### src/rtl/maze_explorer.sv
// maze_explorer: depth-first search controller for a 16x16 maze.
// It reads walls from an external synchronous RAM and uses an external
// {x,y} coordinate stack for backtracking. When `found` is reported, the
// stack holds the discovered path.
// Optional feature: define MAZE_MOVE_COUNT_EN to build the saturating
// push+pop counter on move_count. When it is undefined, move_count is tied to 0.
module maze_explorer #(
  parameter int START_X = 0,
  parameter int START_Y = 0,
  parameter int GOAL_X  = 15,
  parameter int GOAL_Y  = 15
) (
  input  logic        clk,
  input  logic        rst,
  input  logic        start,
  output logic [3:0]  maze_x,
  output logic [3:0]  maze_y,
  input  logic        maze_wall,
  output logic        push,
  output logic        pop,
  output logic [3:0]  x_push,
  output logic [3:0]  y_push,
  input  logic [3:0]  x_pop,
  input  logic [3:0]  y_pop,
  output logic        busy,
  output logic        done,
  output logic        found,
  output logic        no_path,
  output logic [3:0]  cur_x,
  output logic [3:0]  cur_y,
  output logic [15:0] move_count
);

  typedef enum logic [2:0] {
    S_IDLE, S_CHECK, S_READ, S_EVAL, S_PUSH, S_POP, S_POP_WAIT, S_DONE
  } state_t;

  localparam logic [3:0] SX = 4'(START_X);
  localparam logic [3:0] SY = 4'(START_Y);
  localparam logic [3:0] GX = 4'(GOAL_X);
  localparam logic [3:0] GY = 4'(GOAL_Y);
  localparam logic [7:0] START_IDX = {SY, SX};

  state_t       state_q, state_d;
  logic [255:0] visited_q, visited_d;
  logic [7:0]   depth_q, depth_d;
  logic [3:0]   cur_x_q, cur_x_d, cur_y_q, cur_y_d;
  logic [2:0]   dir_q, dir_d;
  logic         busy_q, busy_d, done_q, done_d;
  logic         found_q, found_d, no_path_q, no_path_d;

  logic [3:0]   nb_x, nb_y;
  logic         nb_oob, nb_visited, at_goal;

`ifdef MAZE_MOVE_COUNT_EN
  logic [15:0]  mc_q, mc_d;
`endif

  // Neighbour for the current scan direction. Edge cells flag out-of-bounds instead of wrapping.
  always_comb begin
    nb_x   = cur_x_q;
    nb_y   = cur_y_q;
    nb_oob = 1'b0;
    case (dir_q[1:0])
      2'd0: if (cur_x_q == 4'd15) nb_oob = 1'b1; else nb_x = cur_x_q + 4'd1;
      2'd1: if (cur_y_q == 4'd15) nb_oob = 1'b1; else nb_y = cur_y_q + 4'd1;
      2'd2: if (cur_x_q == 4'd0)  nb_oob = 1'b1; else nb_x = cur_x_q - 4'd1;
      default: if (cur_y_q == 4'd0) nb_oob = 1'b1; else nb_y = cur_y_q - 4'd1;
    endcase
    nb_visited = visited_q[{nb_y, nb_x}];
    at_goal    = (cur_x_q == GX) && (cur_y_q == GY);
  end

  // State and datapath registers.
  always_ff @(posedge clk or negedge rst) begin
    if (!rst) begin
      state_q   <= S_IDLE;
      visited_q <= '0;
      depth_q   <= '0;
      cur_x_q   <= SX;
      cur_y_q   <= SY;
      dir_q     <= '0;
      busy_q    <= 1'b0;
      done_q    <= 1'b0;
      found_q   <= 1'b0;
      no_path_q <= 1'b0;
`ifdef MAZE_MOVE_COUNT_EN
      mc_q      <= '0;
`endif
    end else begin
      state_q   <= state_d;
      visited_q <= visited_d;
      depth_q   <= depth_d;
      cur_x_q   <= cur_x_d;
      cur_y_q   <= cur_y_d;
      dir_q     <= dir_d;
      busy_q    <= busy_d;
      done_q    <= done_d;
      found_q   <= found_d;
      no_path_q <= no_path_d;
`ifdef MAZE_MOVE_COUNT_EN
      mc_q      <= mc_d;
`endif
    end
  end

  // Next-state logic for the DFS walk.
  always_comb begin
    state_d = state_q;
    case (state_q)
      S_IDLE:     if (start) state_d = S_CHECK;
      S_CHECK: begin
        if (at_goal)                    state_d = S_DONE;
        else if (dir_q == 3'd4)         state_d = (depth_q != 8'd0) ? S_POP : S_DONE;
        else if (nb_oob || nb_visited)  state_d = S_CHECK;
        else                            state_d = S_READ;
      end
      S_READ:     state_d = S_EVAL;
      S_EVAL:     state_d = maze_wall ? S_CHECK : S_PUSH;
      S_PUSH:     state_d = S_CHECK;
      S_POP:      state_d = S_POP_WAIT;
      S_POP_WAIT: state_d = S_CHECK;
      S_DONE:     state_d = S_IDLE;
      default:    state_d = S_IDLE;
    endcase
  end

  // Datapath updates: visited map, position, depth, scan direction and status flags.
  always_comb begin
    visited_d = visited_q;
    depth_d   = depth_q;
    cur_x_d   = cur_x_q;
    cur_y_d   = cur_y_q;
    dir_d     = dir_q;
    busy_d    = busy_q;
    done_d    = done_q;
    found_d   = found_q;
    no_path_d = no_path_q;
`ifdef MAZE_MOVE_COUNT_EN
    mc_d      = mc_q;
`endif
    case (state_q)
      S_IDLE: if (start) begin
        visited_d            = '0;
        visited_d[START_IDX] = 1'b1;   // start cell is entered without a wall lookup
        depth_d   = '0;
        cur_x_d   = SX;
        cur_y_d   = SY;
        dir_d     = '0;
        busy_d    = 1'b1;
        done_d    = 1'b0;
        found_d   = 1'b0;
        no_path_d = 1'b0;
`ifdef MAZE_MOVE_COUNT_EN
        mc_d      = '0;
`endif
      end
      S_CHECK: begin
        if (at_goal) begin
          found_d = 1'b1;
          busy_d  = 1'b0;
          done_d  = 1'b1;
        end else if (dir_q == 3'd4) begin
          if (depth_q == 8'd0) begin
            no_path_d = 1'b1;
            busy_d    = 1'b0;
            done_d    = 1'b1;
          end
        end else if (nb_oob || nb_visited) begin
          dir_d = dir_q + 3'd1;
        end
      end
      S_EVAL: if (maze_wall) dir_d = dir_q + 3'd1;
      S_PUSH: begin
        cur_x_d                 = nb_x;
        cur_y_d                 = nb_y;
        visited_d[{nb_y, nb_x}] = 1'b1;
        depth_d                 = depth_q + 8'd1;
        dir_d                   = '0;
`ifdef MAZE_MOVE_COUNT_EN
        if (mc_q != 16'hFFFF) mc_d = mc_q + 16'd1;
`endif
      end
`ifdef MAZE_MOVE_COUNT_EN
      S_POP: if (mc_q != 16'hFFFF) mc_d = mc_q + 16'd1;
`endif
      S_POP_WAIT: begin
        // Visited cells are never re-entered, so rescanning from dir 0 is safe.
        cur_x_d = x_pop;
        cur_y_d = y_pop;
        depth_d = depth_q - 8'd1;
        dir_d   = '0;
      end
      default: ;
    endcase
  end

  // Outputs are decoded from the state and registers. The strobes are mutually exclusive by state.
  always_comb begin
    push    = (state_q == S_PUSH);
    pop     = (state_q == S_POP);
    x_push  = (state_q == S_PUSH) ? cur_x_q : 4'd0;
    y_push  = (state_q == S_PUSH) ? cur_y_q : 4'd0;
    maze_x  = (state_q == S_READ) ? nb_x : 4'd0;
    maze_y  = (state_q == S_READ) ? nb_y : 4'd0;
    busy    = busy_q;
    done    = done_q;
    found   = found_q;
    no_path = no_path_q;
    cur_x   = cur_x_q;
    cur_y   = cur_y_q;
  end

`ifdef MAZE_MOVE_COUNT_EN
  assign move_count = mc_q;
`else
  assign move_count = 16'd0;
`endif

endmodule

### config.mk
export PLATFORM = sky130hd
export DESIGN_NAME = maze_explorer
export DESIGN_NICKNAME = d
export VERILOG_FILES = /design/src/rtl/maze_explorer.sv
export SDC_FILE = /design/constraint.sdc
export NUM_CORES = 1
export LEC_CHECK = 0
export BUFFER_PORTS_ARGS = -buffer_cell sky130_fd_sc_hd__buf_2
export CORE_MARGIN = 2
export CORE_UTILIZATION = 39
export CTS_BUF_LIST = sky130_fd_sc_hd__clkbuf_8
export CTS_CLUSTER_SIZE = 40
export DETAILED_ROUTE_END_ITERATION = 8
export PLACE_DENSITY_LB_ADDON = 0.1
export SYNTH_ARGS = -nofsm -noshare
export SYNTH_HDL_FRONTEND = slang
export SYNTH_SLANG_ARGS = --single-unit
### constraint.sdc
create_clock -name clk -period 9.1 [get_ports clk]
set_input_delay 2.275 -clock clk [delete_from_list [all_inputs] [get_ports clk]]
set_output_delay 2.275 -clock clk [all_outputs]
set_load 0.01 [all_outputs]
Yosys cells after proc, flatten, opt, wreduce, memory -nomap -nowiden:

Cells that the tools add are included.

* input bits: 12
* word-level logic and storage cells: 116
* register bits: 282

* muxes and demuxes: 53
* order comparisons: 2
* equal/unequal tests: 22
* bitwise operators: 1
* reductions and logical operators: 21
* add/subtract/negate cells: 7

Operator list (count)
* case mux 256 bit (2 select lines): 1
* two-way mux 256 bit: 1
* bitwise OR 256 bit: 1
* two-way mux 4 bit: 9
* two-way mux 3 bit: 9
* case mux 4 bit (3 select lines): 2
* case mux 8 bit (3 select lines): 1
* case mux 3 bit (7 select lines): 1
* two-way mux 1 bit: 16
* != test 2 bit (second input constant): 8
* case mux 4 bit (2 select lines): 2
* == test 3 bit (second input constant): 5
* case mux 3 bit (4 select lines): 1
* < comparator 8 x 9 -> 1 bit (second input constant): 1
* adder 4 x 1 -> 4 bit (second input constant): 2
* adder 8 x 1 -> 8 bit (second input constant): 1
* binary-select mux 1 bit (select 8 bit): 1
* demux 1 bit (select 8 bit): 1
* == test 4 bit (second input constant): 2
* >= comparator 8 x 1 -> 1 bit (second input constant): 1
* zero test 4 bit: 2
* zero test 8 bit: 1
* two-way mux 8 bit: 1
* case mux 1 bit (2 select lines): 4
* other kinds (24): 32

Depth between registers and ports, before layout:

Gate-level depths: netlist (run 1).

* depth in word-level cells: 10
* depth in mapped cells: 18
* gate-level depth less buffers: 13

Worst setup path after synthesis (run 1):

No wires, ideal clock.

* kind: flip-flop to output port
* start: register dir_q[0]
* end: output port maze_x[3]
* slack: 4.406 ns
* buffers on the path: 3
* arrival time: 2.419 ns
* cell stages (with the launch flop): 10
* cells stage by stage: dfrtp_1 inv_1 ha_1 buf_2 or4b_1 and3_4 nor3_4 buf_2 buf_2 nor2_1

* longest elaborated chain between the ends: 3
* elaborated cells on any way between the ends: 4

Ends and longest elaborated chain
* from (decl): line 48 `logic [2:0] dir_q, dir_d;`
* from (signal assigned): line 96 `dir_q <= dir_d;`
* == test 2 bit or zero test 2 bit (tied branches): line 64 `case (dir_q[1:0])`
* case mux 4 bit (2 select lines) *: line 64
* two-way mux 4 bit *: line 204 `maze_x = (state_q == S_READ) ? nb_x : 4'd0;`
* to (decl): line 16 `output logic [3:0] maze_x,`

Mark *: on every way between the ends. The rest lies on a longest branch, timed or not.

Worst setup path after layout (run 1):

* start: register dir_q[0]
* end: output port maze_x[0]

The elaborated chain is that of the path after synthesis.

==> flow_summary.toml, run 1 <==
[run_status]
status = "finished clean"

[worst_hold_path]
min_path_cells = 2
min_path_type = "flop to flop"

[cells_and_area]
area_delta_synth_final_pct = 10.3
final_util_pct = 43.5
nNetsFinal = 1616
antenna-diode-count = 0
fin_cells = 2089
final_layout_size_suffix_gt1_share_pct = 9.71

[synth]
ys.flop_type = "dfrtp_1"
yosysWarnings = 0
netlist_instances = 1602
synth_edf_count = 0
synth_cell_types = 70
netlist.top_cell.by_area = "dfrtp_1"
ys_ff_latch = 282
synthArstFlopShare_pct = 100
syn_avg_cell_area_sq_um = 8.74
synth.top_cell.area_share_pct = 50.4
synth_area_leaders = "dfrtp_1, nand2_1, o21ai_0, clkbuf_1, a21oi_1"
syn_area_sq_mm = 0.0140
ys_seq_area_share_pct = 50.4

[sta]
skew_ns = 0.0326
clock.fmax_mhz = 164
slew_headroom_pct = 9.72
setup_violations = 0
drv_slew = 0
fin_tns_setup_ns = 0
tightest_slew_ns = 1.35
hold_viol_final = 0
rsz0062_at_grt = "false"
finalCriticalPeriod_ns = 6.10
post-route-period-util_pct = 67.0

[global_routing]
grt_max_degree = 220
grt_usage_pct = 24.7
grt_antenna_before_repair = 0
grt_pass1_wl_mm = 72.9
first_global_vias = 12000
grt_remaining_overflow = 0

[clock_network]
root_buffer = "clkbuf_8"
cts_tree = "yes"
cts_setup_buffers = 0
hold_buffers = 0
clockBufferDepth = 3
cts-buffers-inserted = 51
cts_resized = 0
clk_pin_slew_worst_paths_ns = 0.06
cts-htree-levels = 2
clock_latency_ns = 0.63
cts.sinks = 282

[detailed_routing]
totalWireLength_mm = 45.8
drc = 0
viasPerCell = 5.72
first_iter_violations = 1068
wire_per_inst_um = 21.9
final_antenna_net_count = 0
vias = 12000
dr.pass1.iters = 7

[floorplan]
die_x_um = 193
initial_core_util_pct = 39.5
core_sq_mm = 0.0355
rows = 69
io_pins = 58
die_y_um = 193
die_area_sq_mm = 0.0374

[pwr]
p_leak_nw = 6.65
powerDensity_mw_per_mm2 = 302
peakVddDrop_mv = 0.493
finalPower_mw = 4.66

[worst_setup_path]
cpMaxStageDelayCell = "a221o_1"
cp_slowest_stage_delay_ns = 0.82
path_max_fanout = 57
startpoint_type = "flop"
critical_path_arrival_ns = 3.83
path_cells = "inv_1, ha_1, a221o_1, nand2_4, nor2_1, buf_2"
rr_worst_depth = 13
setup.worst_path.class = "flop to output port"
critPathRequiredTime_ns = 6.83
worstSetupEndpointType = "output port"

[placement]
routabilityCongestion = 0.838
dp_hpwl_mm = 27.4
placed_cells = 1997
io_buffer_count = 41

[run]
maxCapViolations = 0
[power breakdown]
part           leakage [nW]  switching, mW  internal [mW]  total (mW)
Combinational          2.13           1.51          0.511        2.02
Sequential             3.91         0.0930           1.35        1.44
Clock                 0.600          0.553          0.648        1.20
[state kept, by name (all words and copies together) (netlist names)]
register / count
depth_q: 8
visited_q: 256
dir_q: 3
state_q: 3
done: 1
busy: 1
cur_y: 4
no_path: 1
cur_x: 4
found: 1
[synth_stat cells, types with 3 or more instances]
library cell and count:
nor4_1 10, a311o_1 5, or3_1 5, a221oi_1 14
dfrtp_1 282, nand4_1 11, inv_1 16, a211oi_1 28
buf_2 21, nand2b_1 9, a31o_2 3, nor3_1 16
mux2i_1 21, a2111oi_0 5, o221ai_1 3, nor2_1 50
o21ai_0 280, nand2_1 426, nand4b_1 3, ha_1 14
xnor2_1 5, buf_4 23, clkbuf_1 91, a32oi_1 8
buf_1 6, nand3_1 46, and2_1 7, a21oi_1 50
mux4_2 6, a31oi_1 15, and4_1 5, a311oi_1 14
o211ai_1 12, nor4b_1 3, o21bai_1 3, o2111ai_1 6
and3_1 31
[per-stage QoR]
step	instance area [sq um]	hold WS, ns	setup slack [ns]
2_1_floorplan	14100	0.442	4.41
3_3_place_gp	14400	0.453	3.57
3_5_place_dp	14400	0.459	3.36
4_1_cts	15400	0.472	2.86
5_1_grt	15400	0.496	2.71
6_report	15400	0.469	3.00
[cells in the final DEF, fill, tap and decap left out, types with 16 or more instances in the layout]
cell | synthesis | layout
nor2_1 | 50 | 50
buf_4 | 23 | 18
buf_2 | 21 | 40
clkbuf_8 | 0 | 66
nor3_1 | 16 | 16
inv_1 | 16 | 34
dfrtp_1 | 282 | 282
mux2i_1 | 21 | 21
a21oi_1 | 50 | 50
a211oi_1 | 28 | 28
conb_1 | 1 | 16
nand3_1 | 46 | 46
nand2_1 | 426 | 424
o21ai_0 | 280 | 279
and3_1 | 31 | 31
[path summary, 6_finish.rpt]
kind                       startpoint            end  slack (ns)
max                          dir_q[0]      maze_x[0]        3.00
min reg2reg                      busy           busy        0.47
max in group asynchronous         rst  visited_q[87]        5.90
min                              busy           busy        0.47
max reg2reg                  dir_q[0]       dir_q[1]        3.39
min in group asynchronous         rst           busy        1.68
[final cells by class]
type | count | area (sq um)
clock buffer | 66 | 908
clock inverter | 26 | 116
fill | 3567 | 20000
inverter | 16 | 60.1
multi-input combinational | 1177 | 6330
sequential | 282 | 7060
tap | 461 | 577
timing repair buffer | 61 | 390
[critical path, delay by kind of cell (launching register included)]
family	cells	cell delay [ns]
compound gates	1	0.82
fa+ha+maj	1	0.48
buf+inv	2	0.35
flops	1	0.49
simple gates	2	1.03
[kinds of logic after synthesis]
family | Yosys count | synth area share (%)
buffers and inverters | 158 | 5.09
AO/OA/AOI/OAI | 471 | 19.9
XOR/XNOR | 7 | 0.438
multiplexers | 29 | 2.63
adder cells (fa/ha/maj) | 15 | 1.39
AND/OR/NAND/NOR | 639 | 20.1
flip-flops | 282 | 50.4
other | 1 | 0.0268
[layer usage]
layer / vias to the layer above / track usage (%) / part of all wire [%]
li1: 5596 / - / -
met1: 5921 / 34.6 / 45
met2: 375 / 39.0 / 46
met3: 66 / 4.92 / 6.3
met4: 0 / 7.32 / 2.1
met5: - / 0 / 0
(Power assumes the default switching activity.)
==> inputs of run 2 (changes only) <==
--- a/config.mk
+++ b/config.mk
@@ -5,6 +5,7 @@
 export SDC_FILE = /design/constraint.sdc
 export NUM_CORES = 1
 export LEC_CHECK = 0
+export ABC_AREA = 1
 export BUFFER_PORTS_ARGS = -buffer_cell sky130_fd_sc_hd__buf_2
 export CORE_MARGIN = 2
 export CORE_UTILIZATION = 39
==> constraint.sdc (replaced) <==
create_clock -name clk -period 5.6 [get_ports clk]
set_input_delay 1.4 -clock clk [delete_from_list [all_inputs] [get_ports clk]]
set_output_delay 1.4 -clock clk [all_outputs]
set_load 0.01 [all_outputs]
==> run 2 against run 1 <==
Sequential share of layout area shrank 1.5 points; register-to-register slack got worse by 1.8 ns; worst hold slack better by 0.0078 ns; area after synthesis is 4.7% higher; utilization decreased by 0.68 points; clock skew decreased by 0.010 ns; via count up 7.5%; design area is 3.5% higher; synthesized cell count grew 19%; critical path type unchanged.
==> flow_summary.toml, run 2 <==
[sta]
tightest_slew_ns = 1.06
fin_tns_setup_ns = 0
post-route-period-util_pct = 72.2
drv_slew = 0
finalCriticalPeriod_ns = 4.04
skew_ns = 0.0223
rsz0062_at_grt = "false"
fin_ws_ns = 1.56
slew_headroom_pct = 29.6
setup_violations = 0
clock.fmax_mhz = 247
hold_viol_final = 0

[clock_network]
clock_latency_ns = 0.63
clockBufferDepth = 3
clk_pin_slew_worst_paths_ns = 0.06
cts-buffers-inserted = 52
hold_buffers = 0
cts_resized = 0
cts-htree-levels = 2
cts_tree = "yes"
cts.sinks = 282
root_buffer = "clkbuf_8"
cts_setup_buffers = 0

[cells_and_area]
largest_register_ffs = 256
final_common_cell = "nand2_1"
mostFrequentLayoutCells = "nand2_1, dfrtp_1, inv_1"
area_delta_synth_final_pct = 8.98
reg_top3 = "visited_q: 256 flops, depth_q: 8 flops"
max_flop_register = "visited_q"
final_util_pct = 42.8
nNetsFinal = 1926
final_layout_size_suffix_gt1_share_pct = 8.15

[synth]
synth_area_leaders = "dfrtp_1, nand2_1, o22ai_1, nand3_1, inv_1"
yosysWarnings = 0
netlist_instances = 1910
ys_seq_area_share_pct = 48.1
synth_edf_count = 0
netlist.top_cell.by_area = "dfrtp_1"
yosysMostFrequentCell = "nand2_1"
ys_ff_latch = 282
synthTopCellsByCount = "nand2_1, dfrtp_1, inv_1"
synth_cell_types = 42
synth.top_cell.area_share_pct = 48.1
ys.flop_type = "dfrtp_1"
syn_area_sq_mm = 0.0147
syn_avg_cell_area_sq_um = 7.68
synthArstFlopShare_pct = 100

[global_routing]
grt_antenna_before_repair = 1
first_global_vias = 12600
grt_pass1_wl_mm = 73.4
grt_usage_pct = 24.1
grt_remaining_overflow = 0
grt_max_degree = 153

[run_status]
status = "finished clean"

[worst_hold_path]
hp-start = "busy"
min_path_type = "flop to flop"

[placement]
dp_hpwl_mm = 26.4
routabilityCongestion = 0.863
pre_cts_ws_ns = 1.64
io_buffer_count = 41

[detailed_routing]
totalWireLength_mm = 45.9
vias = 12900
final_antenna_net_count = 0
wire_per_inst_um = 19.0
drc = 0
viasPerCell = 5.33
dr.pass1.iters = 6
first_iter_violations = 913

[worst_setup_path]
setup.worst_path.class = "flop to output port"
path_max_fanout = 18
worstReg2RegStart = "dir_q[0]"
worstSetupEndpointType = "output port"
critPathRequiredTime_ns = 4.20
cp-startpoint = "dir_q[0]"
critical_path_arrival_ns = 2.64
startpoint_type = "flop"

[floorplan]
die_area_sq_mm = 0.0392
core_sq_mm = 0.0373
die_x_um = 198
die_y_um = 198
io_pins = 58
rows = 71
initial_core_util_pct = 39.3

[pwr]
p_leak_nw = 7.96
powerDensity_mw_per_mm2 = 528
peakVddDrop_mv = 0.391

[run]
maxCapViolations = 0
run 2: cell count changes in the layout (fill, tap and decap cells not counted), moves of 21 or more:
cell	delta
inv_1	+208
nand2_1	+168
o21ai_0	-154
o22ai_1	+151
nand3_1	+128
nor2_1	+41
a21oi_1	-38
and3_1	-31
o21ai_1	+31
a211oi_1	-27
mux2i_1	-21
run 2: path summary, 6_finish.rpt:
kind,to,slack (ns),cells after the start
worst max-delay path,maze_x[1],1.56,10
worst min-delay path,busy,0.48,2
worst max register to register,visited_q[95],1.60,12
worst min register to register,busy,0.48,2
max in group asynchronous,visited_q[116],3.74,2
min in group asynchronous,busy,0.84,1
run 2: cell families (layout without fill, tap and decap cells):
logic type               Yosys count  in the layout  share of synthesized area (%)
flip-flops                       282            282                           48.1
other                              1             17                         0.0256
XOR/XNOR                           4              4                          0.239
AND/OR/NAND/NOR                  893            893                           25.4
AO/OA/AOI/OAI                    353            353                           14.0
adder cells (fa/ha/maj)           15             15                           1.33
buffers and inverters            362            376                           10.9
run 2: layout make-up:
cell class	count	area [sq um]
clock buffers	64	881
diodes	1	2.50
flip-flops and latches	282	7060
clock inverters	30	126
well taps	474	593
repair buffers	56	378
multi-input cells	1281	6090
inverters	226	851
fillers	3903	21300
run 2: through the flow:
step / hold slack (ns) / cells / cell area [sq um] / power (mW)
final: 0.477 / 2414 / 16000 / 8.44
after global routing: 0.501 / 2413 / 16000 / 9.05
after CTS: 0.482 / 2413 / 16000 / 8.50
after detailed placement: 0.469 / 2319 / 15000 / 6.53
after global placement: 0.454 / 2319 / 15000 / 6.53
after floorplan: 0.448 / 1925 / 14700 / 5.42
run 2: metal layers:
layer  part of all wire, %  GRT usage, %
met5                     0             0
met2                    47          39.2
met4                   2.4          6.93
met1                    46          32.8
met3                   5.3          4.58
run 2: critical path, cell delays in order, from the launching register on:
cell and delay [ns]:
dfrtp_1 0.41, inv_1 0.12, ha_1 0.30, nor2_1 0.29
inv_2 0.10, nand3_2 0.11, nand2_1 0.07, nand2_2 0.08
inv_2 0.17, nor2_1 0.18, buf_2 0.16
run 2: power breakdown:
part	switching (mW)	internal (mW)
Sequential	0.116	2.16
Combinational	3.17	1.06
Clock	0.912	1.03
==> inputs of run 3 (changes only) <==
==> constraint.sdc (replaced) <==
create_clock -name clk -period 4.1 [get_ports clk]
set_input_delay 1.025 -clock clk [delete_from_list [all_inputs] [get_ports clk]]
set_output_delay 1.025 -clock clk [all_outputs]
set_load 0.01 [all_outputs]
==> run 3 against run 2 <==
Sequential share of layout area decreased by 1.1 points; largest power group unchanged; highest routed layer unchanged; flip-flop and latch count unchanged; cell count is 1.1% higher.
==> flow_summary.toml, run 3 (same netlist as run 2, synthesis figures left out) <==
[global_routing]
grt_antenna_before_repair = 0
first_global_vias = 12700
grt_remaining_overflow = 0
grt_max_degree = 90
grt_pass1_wl_mm = 73.2
grt_usage_pct = 24.1

[worst_setup_path]
worstSetupEndpointType = "output port"
setup.worst_path.class = "flop to output port"
critical_path_arrival_ns = 2.83
path_max_fanout = 18
startpoint_type = "flop"
critPathRequiredTime_ns = 3.07

[clock_network]
cts-buffers-inserted = 52
clk_pin_slew_worst_paths_ns = 0.07
cts.sinks = 282
cts_tree = "yes"
clockBufferDepth = 3
hold_buffers = 0
cts-htree-levels = 2
cts_resized = 0
clock_latency_ns = 0.63
root_buffer = "clkbuf_8"
cts_setup_buffers = 0

[placement]
io_buffer_count = 41
routabilityCongestion = 0.874
dp_hpwl_mm = 27.3
place_area_sq_mm = 0.0153
placed_cells = 2347
pre_cts_ws_ns = 0.622

[sta]
fin_tns_setup_ns = 0
finalCriticalPeriod_ns = 3.85
setup_violations = 0
hold_viol_final = 0
rsz0062_at_grt = "false"
tightest_slew_ns = 0.909
slew_headroom_pct = 39.4
clock.fmax_mhz = 260
hold_ws_ns = 0.386
fin_ws_ns = 0.249
skew_ns = 0.0171
post-route-period-util_pct = 93.9
drv_slew = 0

[run]
maxCapViolations = 0

[detailed_routing]
route.met2.wl_mm = 21.4
final_antenna_net_count = 0
vias = 12900
viasPerCell = 5.30
totalWireLength_mm = 46.0
first_iter_violations = 824
drc = 0
wl_met3_mm = 2.42
dr.pass1.iters = 5
met1_length_mm = 20.6
highest_layer = "met4"
wire_per_inst_um = 18.8

[floorplan]
io_pins = 58
core_sq_mm = 0.0373
initial_core_util_pct = 39.3
die_x_um = 198
die_area_sq_mm = 0.0392
die_y_um = 198
rows = 71

[cells_and_area]
multi_input_area_sq_mm = 0.00609
reg_top3 = "visited_q: 256 flops, depth_q: 8 flops"
nNetsFinal = 1954
fin_cells = 2440
area_delta_synth_final_pct = 11.7
final_common_cell = "nand2_1"
fill_cells = 3886
max_flop_register = "visited_q"
largest_register_ffs = 256
final_area_sq_mm = 0.0164
regArea_sq_mm = 0.00706
antenna-diode-count = 0
final_layout_size_suffix_gt1_share_pct = 9.82
mostFrequentLayoutCells = "nand2_1, dfrtp_1, inv_1"

[pwr]
powerDensity_mw_per_mm2 = 739
p_leak_nw = 8.15
peakVddDrop_mv = 0.671

[worst_hold_path]
min_path_type = "input port to async pin"

[run_status]
status = "finished clean"
run 3: cell count changes in the layout (fill, tap and decap cells not counted), sizes merged:
cell	previous run	this run
inv	250	241
bufinv	0	3
clkbuf	64	69
buf	56	84
diode	1	0
clkinv	5	4
clkinvlp	1	2
run 3: cell type report:
| class | count | share of cell area (%) |
|---|---|---|
| tap | 474 | 3.62 |
| sequential | 282 | 43.1 |
| clock buffer | 69 | 5.80 |
| inverter | 226 | 5.19 |
| multi-input combinational | 1281 | 37.2 |
| timing repair buffer | 84 | 4.05 |
| clock inverter | 24 | 1.10 |
run 3: critical path: stages (launching register included):
cell     delay, ns
dfrtp_1       0.42
inv_1         0.12
ha_1          0.30
nor2_1        0.27
inv_2         0.10
nand3_2       0.11
nand2_1       0.07
nand2_2       0.11
inv_2         0.21
nor2_1        0.28
buf_2         0.18
run 3: path summary, 6_finish.rpt:
| path | start | end | slack [ns] | cells past startpoint |
|---|---|---|---|---|
| min | rst | state_q[2] | 0.39 | 1 |
| min reg2reg | busy | busy | 0.48 | 2 |
| min in group clk | busy | busy | 0.48 | 2 |
| max | dir_q[0] | maze_x[1] | 0.25 | 10 |
| max in group asynchronous | rst | visited_q[76] | 2.67 | 2 |
| max reg2reg | cur_x[0] | dir_q[0] | 0.58 | 20 |
run 3: metal layers:
layer / GRT usage (%) / vias up
met4: 8.94 / 0
met5: 0 / -
met2: 39.5 / 320
met1: 31.8 / 6286
li1: - / 6221
met3: 4.62 / 97
run 3: per-stage QoR:
step	power [mW]	utilization, %
floorplan	7.40	-
global placement	9.20	40.9
detailed placement	9.21	40.9
CTS	12.2	43.9
global route	12.9	43.9
finish	12.1	43.9
run 3: power by group:
group / internal, mW / switching (mW)
sequential: 2.95 / 0.162
combinational: 1.64 / 4.42
clock: 1.68 / 1.25
